### src/rtl/french_move_multi.sv
// french_move_multi: moves NUM_OBJ enemy sprites in a rectangular play field.
// Each sprite moves one step of SPEED pixels per accepted game tick.
// A sprite picks a new direction from the shared random nibble every HOLD_TICKS ticks.
// A sprite never leaves the field limits.
//
// Ports:
//   CLK           system clock
//   RESET         asynchronous active-high reset
//   timer_done    one-cycle game tick strobe
//   enable        1 = walking active, 0 = ticks dropped and state frozen
//   random        shared random nibble, bits [3:2] used on a direction pick
//   respawn       per-sprite return-to-start pulse; it wins over a tick on the same cycle
//   ObjectStartX  packed X, sprite i at [i*COORD_W +: COORD_W]
//   ObjectStartY  packed Y, same packing
//   direction     2 bits per sprite (0 UP, 1 DOWN, 2 RIGHT, 3 LEFT)
//   blocked       1 = the sprite's last tick move was refused by a limit
//
// Optional feature macro: BOUNCE_EN
//   When it is defined, a refused move reverses the direction.
//   The reversed step is taken on the same tick if that step is legal.

module french_move_multi #(
    parameter int unsigned NUM_OBJ     = 4,
    parameter int unsigned COORD_W     = 11,
    parameter int unsigned SPEED       = 3,
    parameter int unsigned HOLD_TICKS  = 4,
    parameter int unsigned SIZE        = 26,
    parameter int unsigned LIMIT_LEFT  = 45,
    parameter int unsigned LIMIT_RIGHT = 635,
    parameter int unsigned LIMIT_UP    = 85,
    parameter int unsigned LIMIT_DOWN  = 393,
    parameter int unsigned START_X     = 200,
    parameter int unsigned START_Y     = 250,
    parameter int unsigned START_DX    = 40
) (
    input  logic                         CLK,
    input  logic                         RESET,
    input  logic                         timer_done,
    input  logic                         enable,
    input  logic [3:0]                   random,
    input  logic [NUM_OBJ-1:0]           respawn,
    output logic [NUM_OBJ*COORD_W-1:0]   ObjectStartX,
    output logic [NUM_OBJ*COORD_W-1:0]   ObjectStartY,
    output logic [2*NUM_OBJ-1:0]         direction,
    output logic [NUM_OBJ-1:0]           blocked
);

    localparam int unsigned CntW  = (HOLD_TICKS > 1) ? $clog2(HOLD_TICKS) : 1;
    localparam int unsigned WideW = COORD_W + 1;

    typedef enum logic [1:0] {
        DirUp    = 2'd0,
        DirDown  = 2'd1,
        DirRight = 2'd2,
        DirLeft  = 2'd3
    } dir_t;

    logic [COORD_W-1:0] x_q   [NUM_OBJ];
    logic [COORD_W-1:0] x_d   [NUM_OBJ];
    logic [COORD_W-1:0] y_q   [NUM_OBJ];
    logic [COORD_W-1:0] y_d   [NUM_OBJ];
    dir_t               dir_q [NUM_OBJ];
    dir_t               dir_d [NUM_OBJ];
    logic [CntW-1:0]    cnt_q [NUM_OBJ];
    logic [CntW-1:0]    cnt_d [NUM_OBJ];
    logic [NUM_OBJ-1:0] blk_q;
    logic [NUM_OBJ-1:0] blk_d;

    logic tick;
    logic unused_random;

    assign tick          = timer_done & enable;
    assign unused_random = ^random[1:0];

    // The limit tests are done one bit wider than the coordinates, so the sums cannot wrap.
    // The UP and LEFT tests compare against limit+SPEED instead of subtracting.
    function automatic logic move_legal(dir_t d, logic [COORD_W-1:0] x, logic [COORD_W-1:0] y);
        logic [WideW-1:0] xw;
        logic [WideW-1:0] yw;
        logic             ok;
        xw = {1'b0, x};
        yw = {1'b0, y};
        unique case (d)
            DirUp:    ok = yw >= WideW'(LIMIT_UP + SPEED);
            DirDown:  ok = (yw + WideW'(SIZE + SPEED)) <= WideW'(LIMIT_DOWN);
            DirRight: ok = (xw + WideW'(SIZE + SPEED)) <= WideW'(LIMIT_RIGHT);
            DirLeft:  ok = xw >= WideW'(LIMIT_LEFT + SPEED);
        endcase
        return ok;
    endfunction

    function automatic logic [COORD_W-1:0] step_x(dir_t d, logic [COORD_W-1:0] x);
        logic [COORD_W-1:0] nx;
        nx = x;
        if (d == DirRight) nx = x + COORD_W'(SPEED);
        if (d == DirLeft)  nx = x - COORD_W'(SPEED);
        return nx;
    endfunction

    function automatic logic [COORD_W-1:0] step_y(dir_t d, logic [COORD_W-1:0] y);
        logic [COORD_W-1:0] ny;
        ny = y;
        if (d == DirDown) ny = y + COORD_W'(SPEED);
        if (d == DirUp)   ny = y - COORD_W'(SPEED);
        return ny;
    endfunction

    always_comb begin
        dir_t pick;
        dir_t rev;
        pick  = DirRight;
        rev   = DirLeft;
        blk_d = blk_q;
        for (int i = 0; i < NUM_OBJ; i++) begin
            x_d[i]   = x_q[i];
            y_d[i]   = y_q[i];
            dir_d[i] = dir_q[i];
            cnt_d[i] = cnt_q[i];
            if (respawn[i]) begin
                x_d[i]   = COORD_W'(START_X + i * START_DX);
                y_d[i]   = COORD_W'(START_Y);
                dir_d[i] = DirRight;
                cnt_d[i] = '0;
                blk_d[i] = 1'b0;
            end else if (tick) begin
                if (cnt_q[i] == '0) begin
                    // The index offset keeps sprites from marching in lockstep.
                    pick     = dir_t'(random[3:2] + 2'(i));
                    cnt_d[i] = CntW'(HOLD_TICKS - 1);
                end else begin
                    pick     = dir_q[i];
                    cnt_d[i] = cnt_q[i] - CntW'(1);
                end
                if (move_legal(pick, x_q[i], y_q[i])) begin
                    x_d[i]   = step_x(pick, x_q[i]);
                    y_d[i]   = step_y(pick, y_q[i]);
                    dir_d[i] = pick;
                    blk_d[i] = 1'b0;
                end else begin
`ifdef BOUNCE_EN
                    // Flipping bit 0 swaps UP<->DOWN and RIGHT<->LEFT.
                    rev      = dir_t'({pick[1], ~pick[0]});
                    dir_d[i] = rev;
                    if (move_legal(rev, x_q[i], y_q[i])) begin
                        x_d[i] = step_x(rev, x_q[i]);
                        y_d[i] = step_y(rev, y_q[i]);
                    end
`else
                    dir_d[i] = pick;
`endif
                    blk_d[i] = 1'b1;
                end
            end
        end
    end

    always_ff @(posedge CLK or posedge RESET) begin
        if (RESET) begin
            for (int i = 0; i < NUM_OBJ; i++) begin
                x_q[i]   <= COORD_W'(START_X + i * START_DX);
                y_q[i]   <= COORD_W'(START_Y);
                dir_q[i] <= DirRight;
                cnt_q[i] <= '0;
            end
            blk_q <= '0;
        end else begin
            for (int i = 0; i < NUM_OBJ; i++) begin
                x_q[i]   <= x_d[i];
                y_q[i]   <= y_d[i];
                dir_q[i] <= dir_d[i];
                cnt_q[i] <= cnt_d[i];
            end
            blk_q <= blk_d;
        end
    end

    always_comb begin
        ObjectStartX = '0;
        ObjectStartY = '0;
        direction    = '0;
        for (int i = 0; i < NUM_OBJ; i++) begin
            ObjectStartX[i*COORD_W +: COORD_W] = x_q[i];
            ObjectStartY[i*COORD_W +: COORD_W] = y_q[i];
            direction[2*i +: 2]                = dir_q[i];
        end
    end

    assign blocked = blk_q;

endmodule

### config.mk
export PLATFORM = sky130hd
export DESIGN_NAME = french_move_multi
export DESIGN_NICKNAME = d
export VERILOG_FILES = /design/src/rtl/french_move_multi.sv
export SDC_FILE = /design/constraint.sdc
export NUM_CORES = 1
export LEC_CHECK = 0
export BUFFER_PORTS_ARGS = -buffer_cell sky130_fd_sc_hd__buf_4
export CAP_MARGIN = 20
export CORE_MARGIN = 2
export CORE_UTILIZATION = 35
export CTS_CLUSTER_SIZE = 20
export DETAILED_ROUTE_END_ITERATION = 8
export MAX_ROUTING_LAYER = met4
export SLEW_MARGIN = 20
export SYNTH_ARGS = -nofsm -noshare
export SYNTH_HDL_FRONTEND = slang
export SYNTH_SLANG_ARGS = --single-unit
### constraint.sdc
create_clock -name CLK -period 10.92 [get_ports CLK]
set_input_delay 1.638 -clock CLK [delete_from_list [all_inputs] [get_ports CLK]]
set_output_delay 1.638 -clock CLK [all_outputs]
set_load 0.005 [all_outputs]
==> impl_metrics.py, run 1 <==
metrics = {
    "cells_and_area": {
        "nets": 1175,
        "drive_gt1_frac": 0.1808,
        "synthToLayoutAreaGrowth_pct": 16.17,
        "layout_commonest_cell": "buf_4",
        "final_cell_mix": "113 x buf_4, 98 x nor2_1, 80 x nand2_1",
        "fin_cells": 1414,
        "antenna_cells": 0,
    },
    "power": {
        "ir_drop_v": 0.00006084,
        "net-switching-power_mw": 0.4848,
        "internal_power_mw": 0.8544,
        "combPwrFrac": 0.382,
        "swShare": 0.3620,
        "powerDensity_nw_per_um2": 131.0,
        "clkPwrFrac": 0.261,
        "p_leak_nw": 4.750,
        "power_frac_seq": 0.358,
    },
    "global_route": {
        "met3_usage": 0.02165,
        "overflow": 0,
        "busiest_layer": "met2",
        "grt_use_total": 0.1782,
        "met2_usage": 0.2797,
        "met1_usage": 0.2493,
        "grt_pass1_vias": 7285,
        "antenna_found_initial": 0,
        "grt_max_degree": 57,
        "grt_pass1_wl_um": 37490,
    },
    "drt": {
        "drtPass1Iterations": 4,
        "ant_nets": 0,
        "drc": 0,
        "routed_wl_um": 22530,
        "drt_iter0_drc": 441,
        "wire_per_inst_um": 15.93,
        "vias_per_cell": 5.485,
        "vias": 7756,
    },
    "yosys": {
        "syn_nets": 1080,
        "yosysWarnings": 0,
        "async_flop_share": 1.000,
        "synth_cell_type_count": 75,
        "synthFlopType": "dfrtp_1",
        "syn-instance-count": 984,
        "yosysSeqAreaShare": 0.3129,
        "synth.avg_cell_area_um2": 8.942,
        "ys_ff_latch": 108,
        "syn-cell-area_um2": 8798,
        "synth_edf_count": 0,
    },
    "clock_tree": {
        "cts_buffer_depth": 2,
        "cts_hold_buf": 0,
        "cts_tree": "yes",
        "htree_levels": 3,
        "cts_inserted_buffers": 9,
        "clock_latency_ps": 360,
        "clkSinkCount": 108,
        "clk_pin_slew_ps": 80,
        "cts_resized": 0,
        "post_cts_buffers": 0,
        "clock-root-buffer": "clkbuf_16",
    },
    "worst_hold_path": {
        "worstHoldStart": "blocked[1]",
        "holdPathEnd": "blocked[1]",
        "min_path_type": "flop to flop",
        "hold_path_depth": 2,
    },
    "worst_setup_path": {
        "worstPathRequired_ps": 11160,
        "worstPathBufferInverterCount": 2,
        "worst-setup-path-type": "primary input to flop",
        "crit_arrival_ps": 5030,
        "r2r_slack_ps": 7100,
        "crit_family": "compound AO/OA/AOI/OAI gates",
        "setup.worst_path.start_class": "primary input",
        "r2r_cells": 13,
        "timing.rr.end": "ObjectStartX[21]",
        "rr_startpoint": "cnt_q[4]",
        "slowest_stage": "xnor2_1",
        "critPathMaxStageDelay_ps": 480,
        "cp_cell_sequence": "buf_4 -> xnor2_1 -> a21oi_1 -> nand2_1 -> inv_1 -> ha_1 -> nor2b_1 -> o31a_1 -> o221a_2 -> o41a_1 -> a31oi_1 -> mux2_2",
        "cp_num_cells": 12,
        "cp_max_fo": 17,
        "end_kind": "flop",
    },
    "timing": {
        "setup_tns_ps": 0,
        "fin_crit_ps": 4788,
        "setup_viol": 0,
        "finalCritPeriodShare": 0.4385,
        "fmax_mhz": 208.9,
        "max_slew_margin": 0.4220,
        "tightest_slew_ps": 867.1,
        "finClkSkew_ps": 11.84,
        "finalHoldViolations": 0,
        "slew_viol_final": 0,
        "rsz0062_at_grt": "false",
        "finalWorstSetupSlack_ps": 6132,
    },
    "placed_design": {
        "hpwl_um": 15950,
        "io_buffers": 109,
        "dp_slack_ps": 5732,
        "place.gp.congestion": 0.8515,
        "dp.cells": 1398,
    },
    "job": {
        "drv_cap": 0,
    },
    "floorplan": {
        "rows": 58,
        "io_pins": 112,
        "initial_core_util": 0.3524,
        "core_region_area_um2": 24960,
        "fp.dieH_um": 162.6,
        "die_area_um2": 26420,
        "die_w_um": 162.6,
    },
    "outcome": {
        "status": "complete, no violations",
    },
}
[how the worst max path moves through the flow]
stage	startpoint	endpoint	slack, ps
2_1_floorplan	random[3]	ObjectStartX[21]	6390
3_3_place_gp	random[2]	ObjectStartX[21]	5760
3_5_place_dp	random[2]	ObjectStartX[21]	5730
4_1_cts	random[2]	ObjectStartX[21]	6110
5_1_grt	random[2]	ObjectStartX[21]	5900
6_report	random[2]	ObjectStartX[21]	6130
[power groups by stage]
stage / clock network [mW] / registers, mW / logic (mW)
floorplan: 0 / 0.475 / 0.391
global placement: 0 / 0.486 / 0.503
detailed placement: 0 / 0.486 / 0.510
CTS: 0.364 / 0.479 / 0.513
global route: 0.377 / 0.485 / 0.578
finish: 0.349 / 0.479 / 0.511
[layer usage]
| layer | wire, um | vias to the layer above | share of wire |
|---|---|---|---|
| met5 | 0 | - | 0 |
| li1 | - | 3905 | - |
| met3 | 754 | 12 | 0.033 |
| met4 | 180 | 0 | 0.0080 |
| met1 | 11390 | 3728 | 0.51 |
| met2 | 10210 | 111 | 0.45 |
[synth_stat cells, drive strengths merged, types with 14 or more instances]
cell type / n / area share
nor2: 98 / 0.042
nand2: 81 / 0.035
ha: 76 / 0.11
dfrtp: 68 / 0.19
o21ai: 59 / 0.034
a21oi: 54 / 0.031
mux2i: 44 / 0.050
inv: 42 / 0.018
dfstp: 40 / 0.12
xnor2: 38 / 0.038
o211ai: 35 / 0.033
a211oi: 31 / 0.027
a21o: 29 / 0.025
nor3: 22 / 0.013
nor4: 21 / 0.015
nand3: 20 / 0.011
xor2: 19 / 0.019
o21a: 17 / 0.015
clkbuf: 15 / 0.0064
buf: 14 / 0.010
[flip-flops by register name, summed over array words and instances, names as in the netlist]
signal,flops
ObjectStartY,44
ObjectStartX,44
cnt_q,8
blocked,4
direction,8
[worst register-to-register path, stage by stage (launching register included)]
cell and delay (ps):
dfrtp_1 400, inv_1 60, ha_1 280, nor2_1 110, a21oi_1 330, nand2_1 210, inv_1 320, ha_1 340
nor2b_1 170, o31a_1 280, o221a_2 280, o41a_1 370, a31oi_1 190, mux2_2 350
[stage by stage]
| stage | hold slack, ps | total power [mW] | cell area [um2] | utilization |
|---|---|---|---|---|
| after global routing | 555.8 | 1.441 | 10220 | 0.4094 |
| after detailed placement | 519.7 | 0.9959 | 9917 | 0.3973 |
| final | 526.6 | 1.339 | 10220 | 0.4094 |
| after CTS | 534.4 | 1.356 | 10220 | 0.4094 |
| after floorplan | 480.2 | 0.8667 | 8798 | - |
| after global placement | 497.9 | 0.9892 | 9917 | 0.3973 |
[cell families (layout without fill, tap and decap cells)]
family / Yosys count / count (layout) / synth area share
AND/OR/NAND/NOR: 313 / 313 / 0.1722
AO/OA/AOI/OAI: 301 / 301 / 0.2415
flip-flops: 108 / 108 / 0.3129
adder cells (fa/ha/maj): 84 / 84 / 0.1263
buffers and inverters: 73 / 173 / 0.03527
XOR/XNOR: 57 / 57 / 0.05674
multiplexers: 48 / 48 / 0.05518
[cell type report]
class                   count  area (um2)
multi-input cells         803        5736
inverters                  44       167.7
clock inverters             5       61.31
repair buffers            113       848.3
fillers                  2573       14740
flip-flops and latches    108        2753
well taps                 330       412.9
clock buffers              11       242.7
Power figures use the tool's default switching activity.
==> run 2, diff against run 1 <==
==> constraint.sdc (replaced) <==
create_clock -name CLK -period 4.15 [get_ports CLK]
set_input_delay 0.6225 -clock CLK [delete_from_list [all_inputs] [get_ports CLK]]
set_output_delay 0.6225 -clock CLK [all_outputs]
set_load 0.005 [all_outputs]
==> run 2 against run 1 <==
Effect of this change: first-iteration DRC count is 8.2% higher; critical path depth up 1; design area up 0.55%; worst hold slack worse by 180 ps; core utilization up 0.23 points; worst setup slack got worse by 5500 ps; clock power up 140%; final cell count rose by 0.78%; clock skew shrank 3.4 ps; flip-flop and latch count did not move.
==> impl_metrics.py, run 2 (same netlist as run 1, synthesis figures left out) <==
metrics = {
    "floorplan": {
        "core_region_area_um2": 24960,
        "fp.dieH_um": 162.6,
        "die_w_um": 162.6,
        "initial_core_util": 0.3524,
        "io_pins": 112,
        "die_area_um2": 26420,
        "rows": 58,
    },
    "timing": {
        "tightest_slew_ps": 888.9,
        "slew_viol_final": 0,
        "max_slew_margin": 0.4056,
        "finalWorstSetupSlack_ps": 587.1,
        "finalHoldViolations": 0,
        "rsz0062_at_grt": "false",
        "finalCritPeriodShare": 0.8585,
        "fmax_mhz": 280.7,
        "setup_viol": 0,
        "fin_crit_ps": 3563,
        "finClkSkew_ps": 8.464,
        "setup_tns_ps": 0,
        "holdWs_ps": 348.3,
    },
    "clock_tree": {
        "clock_latency_ps": 360,
        "post_cts_buffers": 0,
        "htree_levels": 3,
        "clk_pin_slew_ps": 80,
        "clock-root-buffer": "clkbuf_16",
        "cts_hold_buf": 0,
        "cts_resized": 0,
        "clkSinkCount": 108,
        "cts_inserted_buffers": 9,
        "cts_buffer_depth": 2,
        "cts_tree": "yes",
    },
    "power": {
        "p_leak_nw": 4.792,
        "ir_drop_v": 0.0001542,
        "combPwrFrac": 0.393,
        "p_total_mw": 3.474,
        "powerDensity_nw_per_um2": 338.0,
        "internal_power_mw": 2.186,
        "power_frac_seq": 0.362,
        "net-switching-power_mw": 1.288,
        "clkPwrFrac": 0.245,
        "swShare": 0.3707,
    },
    "global_route": {
        "grt_pass1_vias": 7351,
        "grt_max_degree": 58,
        "overflow": 0,
        "grt_use_total": 0.1786,
        "antenna_found_initial": 1,
        "grt_pass1_wl_um": 37720,
    },
    "cells_and_area": {
        "synthToLayoutAreaGrowth_pct": 16.81,
        "final_cell_mix": "122 x buf_4, 98 x nor2_1, 80 x nand2_1",
        "drive_gt1_frac": 0.1874,
        "nets": 1185,
        "layout_commonest_cell": "buf_4",
        "finalInstanceArea_um2": 10280,
    },
    "job": {
        "drv_cap": 0,
    },
    "worst_setup_path": {
        "worstPathBufferInverterCount": 2,
        "worst-setup-path-type": "flop to flop",
        "end_kind": "flop",
        "setup.worst_path.start_class": "flop",
        "crit_family": "compound AO/OA/AOI/OAI gates",
        "crit_arrival_ps": 3800,
        "cp_cell_sequence": "inv_1 -> ha_1 -> nor2_1 -> a21oi_1 -> nand2_1 -> inv_1 -> ha_1 -> nor2b_1 -> o31a_1 -> o221a_2 -> o41a_1 -> a31oi_1 -> mux2_2",
        "slowest_stage": "dfrtp_1",
        "critPathMaxStageDelay_ps": 390,
        "worstPathRequired_ps": 4390,
        "cp_max_fo": 9,
    },
    "drt": {
        "routed_wl_um": 22650,
        "drtPass1Iterations": 5,
        "vias": 7837,
        "vias_per_cell": 5.500,
        "wire_per_inst_um": 15.90,
        "drc": 0,
        "ant_nets": 0,
        "drt_iter0_drc": 477,
    },
    "placed_design": {
        "place.gp.congestion": 0.8713,
        "hpwl_um": 16230,
        "dp_slack_ps": 397.2,
        "io_buffers": 109,
        "place_area_um2": 10000,
    },
    "worst_hold_path": {
        "min_path_type": "primary input to async pin",
    },
    "outcome": {
        "status": "complete, no violations",
    },
}
run 2: path summary, 6_finish.rpt:
| path | cells past startpoint | slack (ps) | to | from |
|---|---|---|---|---|
| worst max-delay path | 13 | 590 | ObjectStartX[21] | cnt_q[4] |
| worst min-delay path | 2 | 350 | ObjectStartX[38] | RESET |
| worst max register to register | 13 | 590 | ObjectStartX[21] | cnt_q[4] |
| worst min register to register | 2 | 520 | cnt_q[3] | cnt_q[3] |
| max in group asynchronous | 3 | 2960 | ObjectStartX[18] | RESET |
| min in group CLK | 2 | 520 | cnt_q[3] | cnt_q[3] |
run 2: power groups by stage:
| stage | combinational (mW) | clock, mW | sequential [mW] |
|---|---|---|---|
| 2_1_floorplan | 1.03 | 0 | 1.25 |
| 3_3_place_gp | 1.34 | 0 | 1.28 |
| 3_5_place_dp | 1.36 | 0 | 1.28 |
| 4_1_cts | 1.37 | 0.883 | 1.26 |
| 5_1_grt | 1.54 | 0.915 | 1.27 |
| 6_report | 1.36 | 0.850 | 1.26 |
run 2: area by class of cell:
type | count | area [um2]
Tap cell | 330 | 412.9
Clock inverter | 5 | 37.54
Timing Repair Buffer | 123 | 935.9
Antenna cell | 1 | 2.502
Sequential cell | 108 | 2753
Inverter | 44 | 167.7
Multi-Input combinational cell | 803 | 5736
Fill cell | 2581 | 14690
Clock buffer | 11 | 232.7
run 2: worst reg2reg max path: stages, from the launching register on:
cell and delay [ps]:
dfrtp_1 390, inv_1 60, ha_1 280, nor2_1 100, a21oi_1 180, nand2_1 180
inv_1 310, ha_1 340, nor2b_1 160, o31a_1 280, o221a_2 280, o41a_1 370
a31oi_1 180, mux2_2 350
run 2: routing by layer:
metal,GRT usage,routed length (um),vias to the layer above
met5,-,0,-
met4,0.03540,218,0
met3,0.02597,814,13
met1,0.2521,11410,3804
met2,0.2739,10210,118
li1,-,-,3902
run 2: metrics by stage:
step / utilization / instances
CTS: 0.4116 / 1424
floorplan: - / 984
global placement: 0.4008 / 1408
global route: 0.4117 / 1425
detailed placement: 0.4008 / 1408
finish: 0.4117 / 1425
==> run 3, diff against run 2 <==
--- a/config.mk
+++ b/config.mk
@@ -12,6 +12,7 @@
 export CTS_CLUSTER_SIZE = 20
 export DETAILED_ROUTE_END_ITERATION = 8
 export MAX_ROUTING_LAYER = met4
+export REMOVE_ABC_BUFFERS = 1
 export SLEW_MARGIN = 20
 export SYNTH_ARGS = -nofsm -noshare
 export SYNTH_HDL_FRONTEND = slang
==> run 3 against run 2 <==
Effect of this change: clock-buffer cell count fell by 1; routed wire length decreased by 2.1%; critical path depth is the same; register-to-register slack got worse by 20 ps; total power up 2.0%; critical endpoint unchanged; critical path type unchanged; combinational power barely moved; sequential share of layout area is 0.052 points lower; worst setup slack lost 24 ps; non-clock buffer count is 2 lower; sequential power hardly changed; global-route usage decreased by 0.19 points; via count decreased by 0.94%.
==> impl_metrics.py, run 3 (same netlist as run 1, synthesis figures left out) <==
metrics = {
    "drt": {
        "wire_per_inst_um": 15.59,
        "ant_nets": 0,
        "vias_per_cell": 5.459,
        "vias": 7763,
        "routed_wl_um": 22170,
        "drt_iter0_drc": 456,
        "drtPass1Iterations": 5,
        "drc": 0,
    },
    "floorplan": {
        "die_w_um": 162.6,
        "core_region_area_um2": 24960,
        "io_pins": 112,
        "initial_core_util": 0.3524,
        "die_area_um2": 26420,
        "fp.dieH_um": 162.6,
        "rows": 58,
    },
    "cells_and_area": {
        "antenna_cells": 0,
        "layout_commonest_cell": "buf_4",
        "synthToLayoutAreaGrowth_pct": 17.04,
        "drive_gt1_frac": 0.1877,
        "multi_input_area_um2": 5736,
        "nets": 1183,
        "final_cell_mix": "120 x buf_4, 98 x nor2_1, 80 x nand2_1",
        "ff_latch_area_um2": 2753,
        "fillers": 2495,
        "finalInstanceArea_um2": 10300,
    },
    "global_route": {
        "grt_pass1_vias": 7256,
        "antenna_found_initial": 0,
        "grt_pass1_wl_um": 37300,
        "overflow": 0,
        "grt_max_degree": 69,
        "grt_use_total": 0.1767,
    },
    "worst_setup_path": {
        "worstPathRequired_ps": 4390,
        "cp_max_fo": 9,
        "crit_arrival_ps": 3830,
        "end_kind": "flop",
        "setup.worst_path.start_class": "flop",
        "critPathMaxStageDelay_ps": 400,
        "cp_cell_sequence": "inv_1 -> ha_1 -> nor2_1 -> a21oi_1 -> nand2_1 -> inv_1 -> ha_1 -> nor2b_1 -> o31a_1 -> o221a_2 -> o41a_1 -> a31oi_1 -> mux2_2",
        "worst-setup-path-type": "flop to flop",
        "slowest_stage": "dfrtp_1",
    },
    "timing": {
        "setup_tns_ps": 0,
        "finalCritPeriodShare": 0.8642,
        "slew_viol_final": 0,
        "setup_viol": 0,
        "max_slew_margin": 0.3868,
        "fin_crit_ps": 3587,
        "finalHoldViolations": 0,
        "tightest_slew_ps": 919.9,
        "finClkSkew_ps": 8.005,
        "rsz0062_at_grt": "false",
        "fmax_mhz": 278.8,
    },
    "power": {
        "powerDensity_nw_per_um2": 343.9,
        "ir_drop_v": 0.0001249,
        "p_leak_nw": 4.806,
    },
    "placed_design": {
        "hpwl_um": 16070,
        "place.gp.congestion": 0.8839,
        "place_area_um2": 9990,
        "io_buffers": 109,
    },
    "clock_tree": {
        "cts_inserted_buffers": 9,
        "cts_buffer_depth": 2,
        "clock-root-buffer": "clkbuf_16",
        "post_cts_buffers": 0,
        "htree_levels": 3,
        "clock_latency_ps": 350,
        "cts_resized": 0,
        "clkSinkCount": 108,
        "cts_hold_buf": 0,
        "clk_pin_slew_ps": 80,
        "cts_tree": "yes",
    },
    "job": {
        "drv_cap": 0,
    },
    "outcome": {
        "status": "complete, no violations",
    },
    "worst_hold_path": {
        "min_path_type": "primary input to async pin",
    },
}
[run 3: metrics by stage]
| stage | hold WS, ps | std cells | power, mW | util | setup WS, ps |
|---|---|---|---|---|---|
| finish | 464.6 | 1422 | 3.541 | 0.4125 | 563.5 |
| global route | 560.9 | 1422 | 3.817 | 0.4125 | 304.0 |
| CTS | 513.2 | 1422 | 3.586 | 0.4125 | 577.4 |
| detailed placement | 514.7 | 1406 | 2.631 | 0.4002 | 422.1 |
| global placement | 497.5 | 1406 | 2.617 | 0.4002 | 438.5 |
| floorplan | 480.2 | 955 | 2.257 | - | 748.1 |
[run 3: final timing paths]
path | startpoint | to | slack [ps] | cells past startpoint
max | cnt_q[4] | ObjectStartX[21] | 560 | 13
min | RESET | ObjectStartY[32] | 460 | 2
max reg2reg | cnt_q[4] | ObjectStartX[21] | 560 | 13
min reg2reg | blocked[1] | blocked[1] | 520 | 2
max in group asynchronous | RESET | ObjectStartX[18] | 2850 | 3
min in group CLK | blocked[1] | blocked[1] | 520 | 2
[run 3: critical path, delay by kind of cell, from the launching register on]
family                     cells  cell delay [ps]
DFF                            1              400
and+or+nand+nor                3              440
adders and majority gates      2              630
AOI/OAI and AO/OA              5             1270
buffers and inverters          2              380
muxes                          1              360
[run 3: metal layers]
layer / part of all wire / routed length (um) / global-route usage / up-vias
li1: - / - / - / 3925
met1: 0.50 / 11190 / 0.2503 / 3707
met2: 0.45 / 10080 / 0.2706 / 110
met3: 0.029 / 648 / 0.02037 / 21
met4: 0.012 / 257 / 0.04224 / 0
met5: 0 / 0 / - / -
[run 3: area by class of cell]
type | instances | area share
clock inverter | 6 | 0.006683
tap | 330 | 0.04010
multi-input combinational | 803 | 0.5570
clock buffer | 10 | 0.02321
sequential | 108 | 0.2673
timing repair buffer | 121 | 0.08943
inverter | 44 | 0.01628
[run 3: where the power goes]
group / switching (mW) / internal (mW) / total [mW]
Combinational: 0.737 / 0.622 / 1.36
Sequential: 0.108 / 1.15 / 1.26
Clock: 0.433 / 0.492 / 0.925
Total: 1.28 / 2.26 / 3.54
